## src/rtl/umi_decode_pkg.sv

```systemverilog
// ----------------------------------------------------------------------------
// umi_decode_pkg: UMI opcode/atomic constants, class indices, decode function.
// Rev 1.0
// ----------------------------------------------------------------------------
`default_nettype none

package umi_decode_pkg;

  localparam int NCLASS  = 17;
  localparam int NATOMIC = 9;

  // Full-byte opcodes
  localparam logic [7:0] OP_INVALID   = 8'h00;
  localparam logic [7:0] OP_LINK      = 8'h0F;
  localparam logic [7:0] OP_ERROR     = 8'h1F;
  localparam logic [7:0] OP_RESP_LINK = 8'h0E;

  // Low-nibble opcodes
  localparam logic [3:0] OP_READ          = 4'h1;
  localparam logic [3:0] OP_WRITE         = 4'h3;
  localparam logic [3:0] OP_POSTED        = 4'h5;
  localparam logic [3:0] OP_RDMA          = 4'h7;
  localparam logic [3:0] OP_ATOMIC        = 4'h9;
  localparam logic [3:0] OP_USER0         = 4'hB;
  localparam logic [3:0] OP_FUTURE0       = 4'hD;
  localparam logic [3:0] OP_RESP_READ     = 4'h2;
  localparam logic [3:0] OP_RESP_WRITE    = 4'h4;
  localparam logic [3:0] OP_RESP_USER0    = 4'h6;
  localparam logic [3:0] OP_RESP_USER1    = 4'h8;
  localparam logic [3:0] OP_RESP_FUTURE0  = 4'hA;
  localparam logic [3:0] OP_RESP_FUTURE1  = 4'hC;

  typedef enum logic [7:0] {
    AT_ADD  = 8'h00,
    AT_AND  = 8'h01,
    AT_OR   = 8'h02,
    AT_XOR  = 8'h03,
    AT_MAX  = 8'h04,
    AT_MIN  = 8'h05,
    AT_MAXU = 8'h06,
    AT_MINU = 8'h07,
    AT_SWAP = 8'h08
  } atomic_e;

  // Class bit positions; requests occupy READ..ERROR, responses RESP_READ..RESP_LINK
  localparam int C_INVALID       = 0;
  localparam int C_READ          = 1;
  localparam int C_WRITE         = 2;
  localparam int C_POSTED        = 3;
  localparam int C_RDMA          = 4;
  localparam int C_ATOMIC        = 5;
  localparam int C_USER0         = 6;
  localparam int C_FUTURE0       = 7;
  localparam int C_LINK          = 8;
  localparam int C_ERROR         = 9;
  localparam int C_RESP_READ     = 10;
  localparam int C_RESP_WRITE    = 11;
  localparam int C_RESP_USER0    = 12;
  localparam int C_RESP_USER1    = 13;
  localparam int C_RESP_FUTURE0  = 14;
  localparam int C_RESP_FUTURE1  = 15;
  localparam int C_RESP_LINK     = 16;

  typedef struct packed {
    logic [NCLASS-1:0]  cls;
    logic [NATOMIC-1:0] atomic;
    logic               illegal;
  } decode_t;

  function automatic decode_t umi_decode(input logic [15:0] cmd);
    decode_t d;
    d = '0;
    case (cmd[7:0])
      OP_INVALID:   d.cls[C_INVALID]   = 1'b1;
      OP_LINK:      d.cls[C_LINK]      = 1'b1;
      OP_ERROR:     d.cls[C_ERROR]     = 1'b1;
      OP_RESP_LINK: d.cls[C_RESP_LINK] = 1'b1;
      default: begin
        case (cmd[3:0])
          OP_READ:         d.cls[C_READ]         = 1'b1;
          OP_WRITE:        d.cls[C_WRITE]        = 1'b1;
          OP_POSTED:       d.cls[C_POSTED]       = 1'b1;
          OP_RDMA:         d.cls[C_RDMA]         = 1'b1;
          OP_ATOMIC:       d.cls[C_ATOMIC]       = 1'b1;
          OP_USER0:        d.cls[C_USER0]        = 1'b1;
          OP_FUTURE0:      d.cls[C_FUTURE0]      = 1'b1;
          OP_RESP_READ:    d.cls[C_RESP_READ]    = 1'b1;
          OP_RESP_WRITE:   d.cls[C_RESP_WRITE]   = 1'b1;
          OP_RESP_USER0:   d.cls[C_RESP_USER0]   = 1'b1;
          OP_RESP_USER1:   d.cls[C_RESP_USER1]   = 1'b1;
          OP_RESP_FUTURE0: d.cls[C_RESP_FUTURE0] = 1'b1;
          OP_RESP_FUTURE1: d.cls[C_RESP_FUTURE1] = 1'b1;
          default:         d.illegal             = 1'b1;
        endcase
      end
    endcase
    // Unknown atomic types keep the ATOMIC class but carry no op bit
    if (d.cls[C_ATOMIC]) begin
      if (cmd[15:8] <= AT_SWAP) d.atomic = 9'd1 << cmd[15:8];
      else                      d.illegal = 1'b1;
    end
    return d;
  endfunction

endpackage

`default_nettype wire

```

## src/rtl/umi_skid_buf.sv

```systemverilog
// ----------------------------------------------------------------------------
// umi_skid_buf: 2-entry valid/ready skid buffer with registered ready.
// Rev 1.0
// ----------------------------------------------------------------------------
`default_nettype none

module umi_skid_buf #(
  parameter int WIDTH = 8
) (
  input  logic             clk,
  input  logic             reset,
  input  logic             valid_i,
  output logic             ready_o,
  input  logic [WIDTH-1:0] data_i,
  output logic             valid_o,
  input  logic             ready_i,
  output logic [WIDTH-1:0] data_o
);

  logic             out_valid_q, out_valid_d;
  logic             skid_valid_q, skid_valid_d;
  logic             ready_q;
  logic [WIDTH-1:0] out_data_q, out_data_d;
  logic [WIDTH-1:0] skid_data_q, skid_data_d;
  logic             push;
  logic             load;

  assign push = valid_i & ready_q;
  assign load = ~out_valid_q | ready_i;

  always_comb begin
    out_valid_d  = out_valid_q;
    out_data_d   = out_data_q;
    skid_valid_d = skid_valid_q;
    skid_data_d  = skid_data_q;
    if (load) begin
      // ready_q is low whenever the skid is full, so no push competes here
      if (skid_valid_q) begin
        out_valid_d  = 1'b1;
        out_data_d   = skid_data_q;
        skid_valid_d = 1'b0;
      end else begin
        out_valid_d = push;
        if (push) out_data_d = data_i;
      end
    end else if (push) begin
      skid_valid_d = 1'b1;
      skid_data_d  = data_i;
    end
  end

  always_ff @(posedge clk) begin
    if (reset) begin
      out_valid_q  <= 1'b0;
      skid_valid_q <= 1'b0;
      out_data_q   <= '0;
      skid_data_q  <= '0;
      ready_q      <= 1'b0;
    end else begin
      out_valid_q  <= out_valid_d;
      skid_valid_q <= skid_valid_d;
      out_data_q   <= out_data_d;
      skid_data_q  <= skid_data_d;
      ready_q      <= ~skid_valid_d;
    end
  end

  assign ready_o = ready_q;
  assign valid_o = out_valid_q;
  assign data_o  = out_data_q;

endmodule

`default_nettype wire

```

## src/rtl/umi_decode_pipe.sv

```systemverilog
// ----------------------------------------------------------------------------
// umi_decode_pipe: registered UMI command decoder behind a 2-entry skid buffer.
// Rev 1.0 -- define UMI_DECODE_STATS_EN to build the traffic counters.
// ----------------------------------------------------------------------------
`default_nettype none

module umi_decode_pipe
  import umi_decode_pkg::*;
#(
  parameter int CW           = 32,
  parameter int AW           = 64,
  parameter int DW           = 256,
  parameter int DROP_INVALID = 0,
  parameter int CNTW         = 16
) (
  input  logic              clk,
  input  logic              reset,
  input  logic              in_valid,
  output logic              in_ready,
  input  logic [CW-1:0]     in_cmd,
  input  logic [AW-1:0]     in_dstaddr,
  input  logic [AW-1:0]     in_srcaddr,
  input  logic [DW-1:0]     in_data,
  output logic              out_valid,
  input  logic              out_ready,
  output logic [CW-1:0]     out_cmd,
  output logic [AW-1:0]     out_dstaddr,
  output logic [AW-1:0]     out_srcaddr,
  output logic [DW-1:0]     out_data,
  output logic [16:0]       out_class,
  output logic [8:0]        out_atomic,
  output logic              out_illegal,
  input  logic              stats_clear,
  output logic [CNTW-1:0]   cnt_req,
  output logic [CNTW-1:0]   cnt_resp,
  output logic [CNTW-1:0]   cnt_invalid,
  output logic [CNTW-1:0]   cnt_illegal
);

  localparam int DECW = $bits(decode_t);
  localparam int PW   = CW + 2*AW + DW + DECW;

  decode_t       dec_in;
  decode_t       dec_out;
  logic          drop;
  logic [PW-1:0] pay_in;
  logic [PW-1:0] pay_out;

  assign dec_in = umi_decode(in_cmd[15:0]);
  // Dropped packets still handshake on the input but never enter the buffer
  assign drop   = (DROP_INVALID != 0) & dec_in.cls[C_INVALID];
  assign pay_in = {in_cmd, in_dstaddr, in_srcaddr, in_data, dec_in};

  umi_skid_buf #(
    .WIDTH (PW)
  ) u_skid (
    .clk     (clk),
    .reset   (reset),
    .valid_i (in_valid & ~drop),
    .ready_o (in_ready),
    .data_i  (pay_in),
    .valid_o (out_valid),
    .ready_i (out_ready),
    .data_o  (pay_out)
  );

  assign {out_cmd, out_dstaddr, out_srcaddr, out_data, dec_out} = pay_out;
  assign out_class   = dec_out.cls;
  assign out_atomic  = dec_out.atomic;
  assign out_illegal = dec_out.illegal;

`ifdef UMI_DECODE_STATS_EN
  logic [CNTW-1:0] cnt_req_q, cnt_resp_q, cnt_invalid_q, cnt_illegal_q;
  logic            accept;
  logic            is_req;
  logic            is_resp;

  assign accept  = in_valid & in_ready;
  assign is_req  = |dec_in.cls[C_ERROR:C_READ];
  assign is_resp = |dec_in.cls[C_RESP_LINK:C_RESP_READ];

  function automatic logic [CNTW-1:0] sat_inc(input logic [CNTW-1:0] v, input logic en);
    return (en && (v != {CNTW{1'b1}})) ? v + CNTW'(1) : v;
  endfunction

  always_ff @(posedge clk) begin
    if (reset || stats_clear) begin
      cnt_req_q     <= '0;
      cnt_resp_q    <= '0;
      cnt_invalid_q <= '0;
      cnt_illegal_q <= '0;
    end else begin
      cnt_req_q     <= sat_inc(cnt_req_q,     accept & is_req);
      cnt_resp_q    <= sat_inc(cnt_resp_q,    accept & is_resp);
      cnt_invalid_q <= sat_inc(cnt_invalid_q, accept & dec_in.cls[C_INVALID]);
      cnt_illegal_q <= sat_inc(cnt_illegal_q, accept & dec_in.illegal);
    end
  end

  assign cnt_req     = cnt_req_q;
  assign cnt_resp    = cnt_resp_q;
  assign cnt_invalid = cnt_invalid_q;
  assign cnt_illegal = cnt_illegal_q;
`else
  logic unused_stats;
  assign unused_stats = stats_clear;
  assign cnt_req      = '0;
  assign cnt_resp     = '0;
  assign cnt_invalid  = '0;
  assign cnt_illegal  = '0;
`endif

endmodule

`default_nettype wire

```

## config.mk

```make
export PLATFORM = sky130hd
export DESIGN_NAME = umi_decode_pipe
export DESIGN_NICKNAME = d
export VERILOG_FILES = /design/src/rtl/umi_decode_pkg.sv /design/src/rtl/umi_skid_buf.sv /design/src/rtl/umi_decode_pipe.sv
export SDC_FILE = /design/constraint.sdc
export NUM_CORES = 2
export LEC_CHECK = 0
export ABC_AREA = 0
export ABC_CLOCK_PERIOD_IN_PS = 1500
export CORE_AREA = 3 3 361 363
export CTS_CLUSTER_SIZE = 40
export DETAILED_ROUTE_END_ITERATION = 8
export DIE_AREA = 0 0 364 366
export PLACE_DENSITY = 0.52
export SLEW_MARGIN = 40
export SYNTH_ARGS = -nofsm -noshare
export SYNTH_HDL_FRONTEND = slang
export SYNTH_SLANG_ARGS = --single-unit
```

## constraint.sdc

```tcl
create_clock -name clk -period 1.5 [get_ports clk]
set_input_delay 0.15 -clock clk [delete_from_list [all_inputs] [get_ports clk]]
set_output_delay 0.15 -clock clk [all_outputs]
set_load 0.01 [all_outputs]
```

==> results.md <==
* Status: finished with violations
* Failing checks: setup timing
* Pre-CTS setup slack at -0.5670 ns
* All-Layer GR Usage at 0.1906
* Max incr delay on CP at between 0.3 and 0.4 ns
* Required time at the worst-slack endpoint at 2.10 ns
* Slew Limit Fails at 0
* Post-synth cell types at 40
* Pin count of the biggest net entering global routing at between 80 and 90
* Yosys Warn Count at 0
* Hold Startpoint: in_cmd[26]
* Antenna violations before repair at 16
* FF+latch count, synth at 889
* Final Hold Viols at 0
* Clock sinks at 889
* Die W at 364 µm
* Min Clock Period, post-route at around 1.6 ns
* Worst hold margin at 0.04975 ns
* Initial Util at 0.2763
* Final setup fails at 697
* Max Cap Viol at 0
* I/O Pins at 930
* Worst skew pair latency at 0.70 ns
* Worst Reg-to-Reg Cells at 8
* Worst R2R Setup Slack at -0.14 ns
* ANT nets after route at 0
* Crit-path cells: a21oi_4, a21oi_4, buf_12, buf_6, buf_16, clkbuf_16, nor2_1, a211oi_2
* Worst vdd ir at 0.7939 mV
* Post-route DRC at 0
* Nets at 5730
* Clk pin slew, worst setup/hold paths at 0.06 ns
* Vias at 33170
* Root buffer cell: clkbuf_16
* CP Capture Type: register
* Most frequent CP cell: a21oi_4
* Hold crit path type: input pin to register
* Wire per inst at slightly below 20 µm
* Routed wire length at ~140 mm
* Layout cells sized above 1 at 0.2276
* Critical R2R Capture: u_skid.data_o[433]
* Max stage delay cell, worst path: dfxtp_4
* CP Class: register to register
* First-pass GRT wire length at 197.2 mm
* Avg Cell Area, Syn at 8.721 µm²
* CP Launch Type: register
* Remaining Overflow, GRT at 0
* DR pass1 iterations at 8
* Final WS setup at -0.1434 ns
* Layout area overhead at 57.65%
* Pwr dens at 1061 nW/µm²
* Total power at 58.86 mW
* Maximum root-to-sink buffer count at 3
* Worst hold endpoint: u_skid.skid_data_q[437]
* Top cell type by total area after synthesis: dfxtp_1
* DR iter-0 viols at 1950
* CTS H-Tree Depth at 3
* Placer congestion estimate at 0.7994
* CTS buffer count at 100
* Die Y at 366 µm
* Vias in the first global route at 31620
* TNS Setup at -27.71 ns
* Top cells by area, synth: dfxtp_1 (51%), mux2i_1 (12%), a211oi_1 (9.3%), nand2_1 (9.0%), a21oi_1 (6.4%)
* CTS tree: built
* Final setup skew at 0.02075 ns
* Critical path peak fanout at 9
* Synth top area share at 0.5059
* Core area at 127400 µm²
* Reg2reg start: u_skid.skid_valid_q
* Sequential fraction of the synthesis area at 0.5059
* # port buffers at ~860
* Static leakage at between 15 and 20 nW
* CP arrival at 2.24 ns
* Die Area at 133200 µm²
* Row count at 131
* Max Fclk at 608.5 MHz
* Vias per inst at 4.697
* RSZ-0062 raised after global routing: true
* Post-Synthesis Cell Area at between 30000 and 40000 µm²
* Post-DP HPWL at 90.15 mm
* Fin crit share at 1.096
* Hold Path Stages at 3
* Gate Count Post-Synth at 4034
-- repair_timing --
item / CTS / global route
endpoints found under the hold margin: 347 / 0
cloned: 25 / 25
endpoints found under the setup margin: 1247 / 889
hold buffers: 304 / 0
pin swaps: 25 / 38
resized for setup: 1891 / 153
buffers inserted: 11 / 24
-- layout make-up --
type                    count  area (µm²)
flip-flops and latches    889       17980
diodes                     10       25.02
inverters                   4       15.01
clock buffers             148        2843
repair buffers           1529       15660
multi-input cells        2785       16350
well taps                1662        2079
clock inverters            35       508.0
fillers                 12330       71890
-- cells by family (layout without fill, tap and decap cells) --
| logic type | count (synthesis) | count (layout) | share of synthesized area |
|---|---|---|---|
| simple gates | 1398 | 1398 | 0.1559 |
| compound gates | 907 | 907 | 0.1608 |
| flops | 889 | 889 | 0.5059 |
| buf+inv | 423 | 1716 | 0.05893 |
| mux | 416 | 416 | 0.1184 |
| other cells | 1 | 74 | 0.0001066 |
-- critical path: cells and delay by family, from the launching register on --
kind / cells / cell delay (ns)
AOI/OAI and AO/OA: 3 / 0.41
buffers and inverters: 4 / 0.68
DFF: 1 / 0.38
and+or+nand+nor: 1 / 0.06
-- layer usage --
| metal | wire, µm | GRT usage |
|---|---|---|
| met3 | 8523 | 0.04495 |
| met5 | 44 | 0 |
| met2 | 65420 | 0.3174 |
| met4 | 4967 | 0.08039 |
| met1 | 57590 | 0.2344 |
-- sequential cells by signal (all words and copies together) (netlist names) --
name / count
u_skid.data_o: 443
u_skid.skid_data_q: 443
u_skid.ready_o: 1
u_skid.skid_valid_q: 1
u_skid.valid_o: 1
-- synth_stat cells (all sizes together) --
master / number
buf: 268
clkbuf: 151
o31ai: 2
nand2: 848
mux2i: 416
a21oi: 451
a31oi: 4
nor2b: 1
and4: 1
and4bb: 1
or4: 3
nand4: 3
nor3b: 2
nor3: 39
nand4bb: 1
dfxtp: 889
nor2: 459
conb: 1
nand4b: 1
o22a: 1
a21o: 1
o21ai: 9
nor4: 17
nand3b: 5
or3: 2
inv: 4
nand3: 9
o22ai: 1
nor4b: 1
a221oi: 4
a211oi: 434
nand2b: 5
-- cell usage in the layout, fill, tap and decap left out, types with 5 or more instances in the layout --
cell type,count
bufbuf_16,6
bufinv_16,11
buf_6,36
a211oi_1,329
dlygate4sd3_1,304
buf_12,76
dfxtp_1,770
o21ai_0,9
nor2_2,11
nor4_2,6
clkdlybuf4s15_1,18
a21oi_2,5
nor4_1,10
nand3b_1,5
clkdlybuf4s50_1,418
buf_8,13
mux2i_2,14
mux2i_1,400
nor3_2,8
nor2_1,444
buf_16,40
clkinv_2,14
buf_2,289
a21oi_1,444
clkbuf_16,124
buf_4,172
clkbuf_8,16
dfxtp_4,13
diode_2,10
nand2_1,842
nand3_1,9
conb_1,64
clkdlybuf4s15_2,133
clkbuf_1,32
dfxtp_2,106
nand2b_1,5
a211oi_2,105
nor3_1,30
-- where the power goes --
| part | total (mW) | switching [mW] | internal, mW | leakage (nW) |
|---|---|---|---|---|
| clock network | 25.4 | 10.4 | 15.0 | 1.64 |
| registers | 25.3 | 0.613 | 24.6 | 7.30 |
| logic | 8.24 | 4.05 | 4.19 | 11.0 |
-- worst max path at each step --
stage	cells past startpoint	startpoint	end	slack (ns)
2_1_floorplan	6	u_skid.ready_o	u_skid.data_o[44]	0.009
3_3_place_gp	6	in_cmd[4]	u_skid.data_o[26]	-0.56
3_5_place_dp	6	in_cmd[4]	u_skid.data_o[26]	-0.57
4_1_cts	6	u_skid.skid_valid_q	u_skid.data_o[281]	-0.09
5_1_grt	8	u_skid.skid_valid_q	u_skid.data_o[433]	-0.25
6_report	8	u_skid.skid_valid_q	u_skid.data_o[433]	-0.14
-- per-stage QoR --
stage / instance area, µm² / instances / util
after floorplan: 35420 / 4097 / -
after global placement: 47170 / 6481 / 0.3704
after detailed placement: 47170 / 6481 / 0.3704
after CTS: 53920 / 7004 / 0.4234
after global routing: 55460 / 7062 / 0.4355
final: 55460 / 7062 / 0.4355
No activity file was read; power rests on OpenSTA's default activity.
